`config.mk`:
```
export PLATFORM = sky130hd
export DESIGN_NAME = fp_exception_classifier
export DESIGN_NICKNAME = d
export VERILOG_FILES = /design/src/rtl/fp_exc_pkg.sv /design/src/rtl/fp_classify.sv /design/src/rtl/fp_exception_classifier.sv
export SDC_FILE = /design/constraint.sdc
export NUM_CORES = 1
export LEC_CHECK = 0
export CAP_MARGIN = 20
export CORE_MARGIN = 5
export CORE_UTILIZATION = 31
export DETAILED_ROUTE_END_ITERATION = 7
export GPL_TIMING_DRIVEN = 0
export PLACE_DENSITY = 0.79
export SYNTH_ARGS = -nofsm -noshare
export SYNTH_HDL_FRONTEND = slang
export SYNTH_HIERARCHICAL = 1
export SYNTH_SLANG_ARGS = --single-unit
```
`constraint.sdc`:
```
create_clock -name CLK -period 2.4 [get_ports CLK]
set_input_delay 0.6 -clock CLK [delete_from_list [all_inputs] [get_ports CLK]]
set_output_delay 0.6 -clock CLK [all_outputs]
set_load 0.005 [all_outputs]
```
`src/rtl/fp_exc_pkg.sv`:
```
// Shared types for the FPU front-end operand classifier: exception codes,
// handshake FSM states and sticky-flag bit positions.
package fp_exc_pkg;

  typedef enum logic [2:0] {
    EXC_NORMAL    = 3'd0,
    EXC_ZERO      = 3'd1,
    EXC_SUBNORMAL = 3'd2,
    EXC_INF       = 3'd3,
    EXC_QNAN      = 3'd4,
    EXC_SNAN      = 3'd5
  } ExcCode;

  typedef enum logic {
    EMPTY = 1'b0,
    FULL  = 1'b1
  } ClsState;

  localparam int STK_SUB  = 0;
  localparam int STK_INF  = 1;
  localparam int STK_QNAN = 2;
  localparam int STK_SNAN = 3;

  // Zero and normal operands never raise a sticky flag.
  function automatic logic [3:0] sticky_mask(input ExcCode c);
    logic [3:0] m;
    m = '0;
    case (c)
      EXC_SUBNORMAL: m[STK_SUB]  = 1'b1;
      EXC_INF:       m[STK_INF]  = 1'b1;
      EXC_QNAN:      m[STK_QNAN] = 1'b1;
      EXC_SNAN:      m[STK_SNAN] = 1'b1;
      default:       m = '0;
    endcase
    return m;
  endfunction

endpackage

```
`src/rtl/fp_classify.sv`:
```
// Combinational IEEE-754 operand classifier: splits the operand into its
// fields and maps them to a single exception code plus the sign bit.
module fp_classify
  import fp_exc_pkg::*;
#(
  parameter int EXP_W = 8,
  parameter int MAN_W = 23
) (
  input  logic [EXP_W+MAN_W:0] data,
  output ExcCode               exc,
  output logic                 sign
);

  logic [EXP_W-1:0] exp_f;
  logic [MAN_W-1:0] man_f;

  assign sign  = data[EXP_W+MAN_W];
  assign exp_f = data[EXP_W+MAN_W-1:MAN_W];
  assign man_f = data[MAN_W-1:0];

  // The fraction MSB is the quiet bit; an all-ones exponent with a nonzero
  // fraction and a clear quiet bit is a signalling NaN.
  always_comb begin
    exc = EXC_NORMAL;
    if (exp_f == '0) begin
      if (man_f == '0) exc = EXC_ZERO;
      else             exc = EXC_SUBNORMAL;
    end else if (&exp_f) begin
      if (man_f == '0)         exc = EXC_INF;
      else if (man_f[MAN_W-1]) exc = EXC_QNAN;
      else                     exc = EXC_SNAN;
    end
  end

endmodule

```
`src/rtl/fp_exception_classifier.sv`:
```
// FPU front-end operand classifier: one-deep valid/ready result register with
// full throughput, plus sticky per-class flags for status readout.
module fp_exception_classifier
  import fp_exc_pkg::*;
#(
  parameter int EXP_W = 8,
  parameter int MAN_W = 23
) (
  input  logic                 CLK,
  input  logic                 RSTN,
  input  logic [EXP_W+MAN_W:0] Data,
  input  logic                 Data_valid,
  output logic                 Data_ready,
  output logic [2:0]           Exc,
  output logic                 Sign,
  output logic                 Exc_valid,
  input  logic                 Exc_ready,
  output logic [3:0]           Sticky,
  input  logic                 Sticky_clr
);

  ClsState    state, state_n;
  ExcCode     cls_p0, exc_p1;
  logic       sign_p0, sign_p1;
  logic [3:0] sticky_p1, sticky_n;
  logic       accept;

  // Stage p0: combinational classification of the offered operand
  fp_classify #(
    .EXP_W (EXP_W),
    .MAN_W (MAN_W)
  ) u_classify (
    .data (Data),
    .exc  (cls_p0),
    .sign (sign_p0)
  );

  assign accept = Data_valid & Data_ready;

  always_ff @(posedge CLK or negedge RSTN) begin
    if (!RSTN) state <= EMPTY;
    else       state <= state_n;
  end

  always_comb begin
    state_n = state;
    case (state)
      EMPTY:   if (accept) state_n = FULL;
      FULL:    if (Exc_ready && !accept) state_n = EMPTY;
      default: state_n = EMPTY;
    endcase
  end

  always_comb begin
    Data_ready = (state == EMPTY) | Exc_ready;
    Exc_valid  = (state == FULL);
  end

  // Clear takes effect before the newly accepted operand ORs in its flag.
  always_comb begin
    sticky_n = Sticky_clr ? 4'b0000 : sticky_p1;
    if (accept) sticky_n = sticky_n | sticky_mask(cls_p0);
  end

  // Stage p1: held result and sticky flags; only reloaded on acceptance
  always_ff @(posedge CLK or negedge RSTN) begin
    if (!RSTN) begin
      exc_p1    <= EXC_NORMAL;
      sign_p1   <= 1'b0;
      sticky_p1 <= 4'b0000;
    end else begin
      sticky_p1 <= sticky_n;
      if (accept) begin
        exc_p1  <= cls_p0;
        sign_p1 <= sign_p0;
      end
    end
  end

  assign Exc    = exc_p1;
  assign Sign   = sign_p1;
  assign Sticky = sticky_p1;

endmodule

```
# Word-level counts from Yosys, hierarchy flattened
# Index checks and enable logic that the tools add are counted.
[classes]
n_eq_ne = 4
muxes = 18
bitwise = 4
n_reduce_logical = 5
[op_table]
columns = ["op", "count"]
rows = [
  ["logical NOT 23 bit", 1],
  ["2-to-1 mux 1 bit", 11],
  ["2-to-1 mux 3 bit", 3],
  ["logical NOT 8 bit", 1],
  ["2-to-1 mux 4 bit", 2],
  ["AND reduction 8 bit", 1],
  ["equality test 3 x 2 -> 1 bit (second input constant)", 2],
  ["equality test 3 bit (second input constant)", 2],
  ["bitwise OR 4 bit", 1],
  ["2-to-1 mux 2 bit", 1],
  ["case mux 1 bit (2 select lines)", 1],
  ["bitwise AND 1 bit", 1],
  ["logical AND 1 bit", 1],
  ["logical NOT 1 bit", 1],
  ["NOT 1 bit", 1],
  ["bitwise OR 1 bit", 1],
]
[totals]
register_bits = 9
out_inout_bits = 10
wordCells = 35

# Logic depth before layout (Yosys ltp)
[logic_depth]
ltp_word = 9
ltp_mapped = 6

# Hierarchy
# The synthesis kept the hierarchy.
[modules_own_cells]
columns = ["module", "instances", "cells_per_inst", "area_per_inst_um2", "seq_area_each_um2"]
rows = [
  ["fp_exception_classifier", 1, 27, 376.6, 225.2],
  ["fp_classify", 1, 19, 115.1, 0.0],
]

# Worst setup path before layout
# Ideal clock, no wire load.
[synth_path]
path_kind = "input port to flip-flop"
startpoint = "in Data[18]"
endpoint = "reg sticky_p1[2] (netlist: Sticky[2])"
setup_time_ps = 101
t_arrival_ps = 1694
setup_slack_ps = 606
cell_stages = 6
cell_sequence = "nor4_1 -> nand4_1 -> nor2_1 -> mux2i_1 -> or2b_1 -> o32ai_1"
[synth_between]
elab_chain_len = 9
[synth_lines]
columns = ["item", "line_no", "source"]
rows = [
  ["start, declared", "fp_exception_classifier.sv:11", "input logic [EXP_W+MAN_W:0] Data,"],
  ["logical NOT 23 bit *", "fp_classify.sv:26, fp_classify.sv:29", ""],
  ["2-to-1 mux 3 bit", "fp_classify.sv:29", "if (man_f == '0) exc = EXC_INF;"],
  ["2-to-1 mux 3 bit", "fp_classify.sv:28", "end else if (&exp_f) begin"],
  ["2-to-1 mux 3 bit *", "fp_classify.sv:25", "if (exp_f == '0) begin"],
  ["via cls_p0[1]", "fp_exception_classifier.sv:23", "ExcCode cls_p0, exc_p1;"],
  ["equality test 3 bit *", "fp_exc_pkg.sv:28", "case (c)"],
  ["2-to-1 mux 1 bit *", "fp_exc_pkg.sv:28", ""],
  ["2-to-1 mux 1 bit *", "fp_exception_classifier.sv:62", "if (accept) sticky_n = sticky_n | sticky_mask(cls_p0);"],
  ["bitwise OR 4 bit *", "fp_exception_classifier.sv:62", ""],
  ["2-to-1 mux 4 bit *", "fp_exception_classifier.sv:62", ""],
  ["via sticky_n[2]", "fp_exception_classifier.sv:25", "logic [3:0] sticky_p1, sticky_n;"],
  ["end signal, assigned", "fp_exception_classifier.sv:72", "sticky_p1 <= sticky_n;"],
  ["end, declared", "fp_exception_classifier.sv:25", ""],
]
# The timed path passes the listed nets; every way through them passes the cells marked *. The select of a mux whose other input is x is not followed.
# A chain may end at the register's enable or synchronous reset.

# Worst setup path in the final report
[layout_path]
startpoint = "in Exc_ready"
endpoint = "out Data_ready"
[layout_between]
elab_chain_len = 1
[layout_lines]
columns = ["item", "line_no", "source"]
rows = [
  ["start, declared", "fp_exception_classifier.sv:17", "input logic Exc_ready,"],
  ["bitwise OR 1 bit", "fp_exception_classifier.sv:55", "Data_ready = (state == EMPTY) | Exc_ready;"],
  ["end, declared", "fp_exception_classifier.sv:13", "output logic Data_ready,"],
]
# No other way between the ends.

==> flow_summary.rst <==
.. list-table::
   :header-rows: 1

   * - Metric
     - Value
   * - Endpoint of the worst register-to-register path
     - Sign$_DFFE_PN0P_
   * - Layout Utilization
     - 65.61%
   * - Worst Reg-to-Reg Cells
     - 3
   * - Share of the clock period used by the worst path after layout
     - 95.93%
   * - Unique masters post-synth
     - 19
   * - Synth Instances
     - 46
   * - CTS hold repair buffers
     - 0
   * - Total standard cell area after synthesis
     - ~500 um2
   * - Worst setup path startpoint
     - Exc_ready
   * - TritonRoute pass-1 iters
     - 4
   * - Final count of pins violating max slew
     - 0
   * - Num CTS Buffers
     - 3
   * - Initial core utilization
     - 32.64%
   * - Die footprint
     - 2483 um2
   * - Flip-flop cell with the highest count after synthesis
     - dfrtp_1
   * - Root buffer selected by CTS
     - clkbuf_4
   * - Post-synth EDFFs
     - 0
   * - Layout-stage area growth over the synthesis result
     - 101.0%
   * - Cells after DPL
     - 107
   * - Post-DP HPWL
     - roughly 1300 um
   * - Via count of the routed design
     - 534
   * - Number of synthesis warnings
     - 6
   * - Mean cell area of the mapped netlist
     - 10.69 um2
   * - Lkg Pwr
     - 0.3838 nW
   * - Global routing usage on met3
     - under 10%
   * - Maximum frequency from static timing analysis
     - around 0.43 GHz
   * - Detailed-route DRC error count
     - 0
   * - Share of cells above drive strength 1
     - 11.58%
   * - Worst setup path endpoint
     - Data_ready
   * - Endpoint arrival time on the critical path
     - 1.70 ns
   * - Die Y
     - 49.83 um
   * - Num Clock Sinks
     - 9
   * - Buffers on Ports
     - 45
   * - Worst-Margin Slew
     - 0.4321 ns
   * - Min Tclk post-route
     - 2.302 ns
   * - Launch instance of the worst register-to-register path
     - Exc_valid$_DFF_PN0_
   * - CTS tree
     - done
   * - Count of max-cap constraint violations
     - 0
   * - Class of the tightest hold or removal check
     - reg -> reg
   * - # setup viols final
     - 0
   * - Die Span X
     - 49.83 um
   * - Proportion of synthesized chip area in sequential cells
     - a little under half
   * - Total gr overflow
     - 0
   * - Fillcell total
     - 127
   * - Launching element type of the critical path
     - input pin
   * - Largest net degree at the start of global routing
     - 10
   * - Antenna violations before repair
     - 0
   * - Type of element capturing the critical path
     - output pin
   * - Via count of the first global-routing pass
     - 562
   * - Result of the run
     - complete, no violations
   * - GRT busiest layer
     - met2
   * - Row Count
     - 14
   * - Worst skew pair latency
     - 0.27 ns
   * - Worst slew margin
     - 71.11%
   * - CTS max path bufs
     - 2
   * - Diodes inserted
     - 0
   * - Antenna-violating nets left
     - 0
   * - Number of H-tree levels
     - 1
   * - Post-synthesis async set-or-reset flop share
     - between 90% and 100%
   * - Maximum ir drop on the vdd rail
     - 0.4245 mV
   * - Final estimated routing congestion in global placement
     - ~0.72
   * - Post-route total power
     - 0.0003673 W
   * - Launch instance of the worst min-delay path
     - Exc[0]$_DFFE_PN0P_
   * - Crit-path max FO
     - 4
   * - Required time at the endpoint of the critical path
     - around 1.8 ns
   * - Setup repair after global routing missed its margin
     - false
   * - First-pass GRT wire length
     - 2428 um
   * - Clock slew seen by the registers of the worst setup and hold paths
     - 0.05 ns
   * - Wirelength per Cell
     - 13.37 um
   * - Crit Path Class
     - in -> out
   * - Count of cells resized by post-cts repair
     - 0
   * - Number of nets in the final layout
     - 133
   * - P per Cell Area
     - 371.6 nW/um2
   * - Total length of routed wires
     - approximately 1500 um
   * - Worst-case hold slack
     - 0.4944 ns
   * - Synthesized net count
     - 83
   * - Avg Vias per Cell
     - 4.811
   * - Met1 demand-to-capacity share in global routing
     - approximately an eighth
   * - Post-CTS setup buffer count
     - 0
   * - Number of synthesized register bits
     - 9
   * - Worst setup slack for register-to-register paths
     - 1.38 ns
   * - Overall track demand over capacity in global routing
     - 12.84%
   * - Skew final
     - 0.006435 ns
   * - Top-level port count
     - 47
   * - Core Region
     - 1506 um2
   * - M2 GR Usage
     - between 20% and 30%
   * - Detailed Route Iter0 Violations
     - 5
   * - Endpoints failing hold
     - 0
   * - Final cell count without fillers
     - 111
## worst min path at each step
stage / endpoint / slack (ns) / cells after the start
2_1_floorplan: Exc[0]$_DFFE_PN0P_ / 0.30 / 0
3_3_place_gp: Exc[0]$_DFFE_PN0P_ / 0.47 / 1
3_5_place_dp: Exc[0]$_DFFE_PN0P_ / 0.48 / 1
4_1_cts: Exc[0]$_DFFE_PN0P_ / 0.50 / 1
5_1_grt: Exc[0]$_DFFE_PN0P_ / 0.50 / 1
6_report: Exc[0]$_DFFE_PN0P_ / 0.49 / 1
## cell type report
type,instances,area (um2),area share [%]
buffer,1,7.507,0.7595
clock buffer,4,26.28,2.658
inverter,4,15.01,1.519
multi-input combinational,32,244.0,24.68
sequential,9,225.2,22.78
tap,16,20.02,2.025
timing repair buffer,45,450.4,45.57
## cells in the mapped netlist (2+ instances only)
cell type  n  share of area, %
nor4_1     7               8.9
mux2_4     3               9.2
nor2_1     2               1.5
nand4_1    3               3.8
or2b_1     2               3.1
inv_1      4               3.1
nand2_1    2               1.5
o32ai_1    3               5.3
dfrtp_1    9                46
o22ai_1    2               2.5
## critical path, stage by stage
cell and delay, ns:
clkdlybuf4s50_1 0.45, nand2b_4 0.14, clkdlybuf4s50_1 0.51
## routing by layer
metal	part of all wire, %	routed length (um)
met5	0	0
met4	1.0	15
met3	11	168
met2	54	795
met1	34	505
## kinds of logic after synthesis
| group | after synthesis | synth area share (%) |
|---|---|---|
| simple gates | 22 | 28.50 |
| flops | 9 | 45.80 |
| mux | 4 | 11.20 |
| buf+inv | 5 | 4.580 |
| compound gates | 6 | 9.924 |
## cells in the final DEF (no fill, tap or decap), drive strengths merged
| cell type | count |
|---|---|
| clkdlybuf4s50 | 45 |
| dfrtp | 9 |
| nor4 | 7 |
| inv | 4 |
| clkbuf | 4 |
| o32ai | 3 |
| mux2 | 3 |
| nand4 | 3 |
| nand2 | 3 |
| or2b | 2 |
| o22ai | 2 |
| nor2 | 2 |
| nand2b | 2 |
| nand3 | 1 |
| a21bo | 1 |
| nor3 | 1 |
| or2 | 1 |
| mux2i | 1 |
| buf | 1 |
## power by group
| part | internal [W] | switching [W] | total [W] |
|---|---|---|---|
| sequential | 0.000156 | 0.00000270 | 0.000158 |
| combinational | 0.0000688 | 0.0000234 | 0.0000922 |
| clock | 0.0000640 | 0.0000526 | 0.000117 |
## sequential cells by signal (all words and copies together) (netlist names)
name	flops
Sticky	4
Exc_valid	1
Sign	1
Exc	3
## stage by stage
| step | instance area, um2 | TNS [ns] | worst slack (ns) |
|---|---|---|---|
| floorplan | 491.7 | 0 | 0.6056 |
| global placement | 962.2 | -0.007388 | -0.004855 |
| detailed placement | 962.2 | -0.09519 | -0.05099 |
| CTS | 988.4 | 0 | 0.08741 |
| global route | 988.4 | 0 | 0.05160 |
| finish | 988.4 | 0 | 0.09756 |
Power figures use the tool's default switching activity.
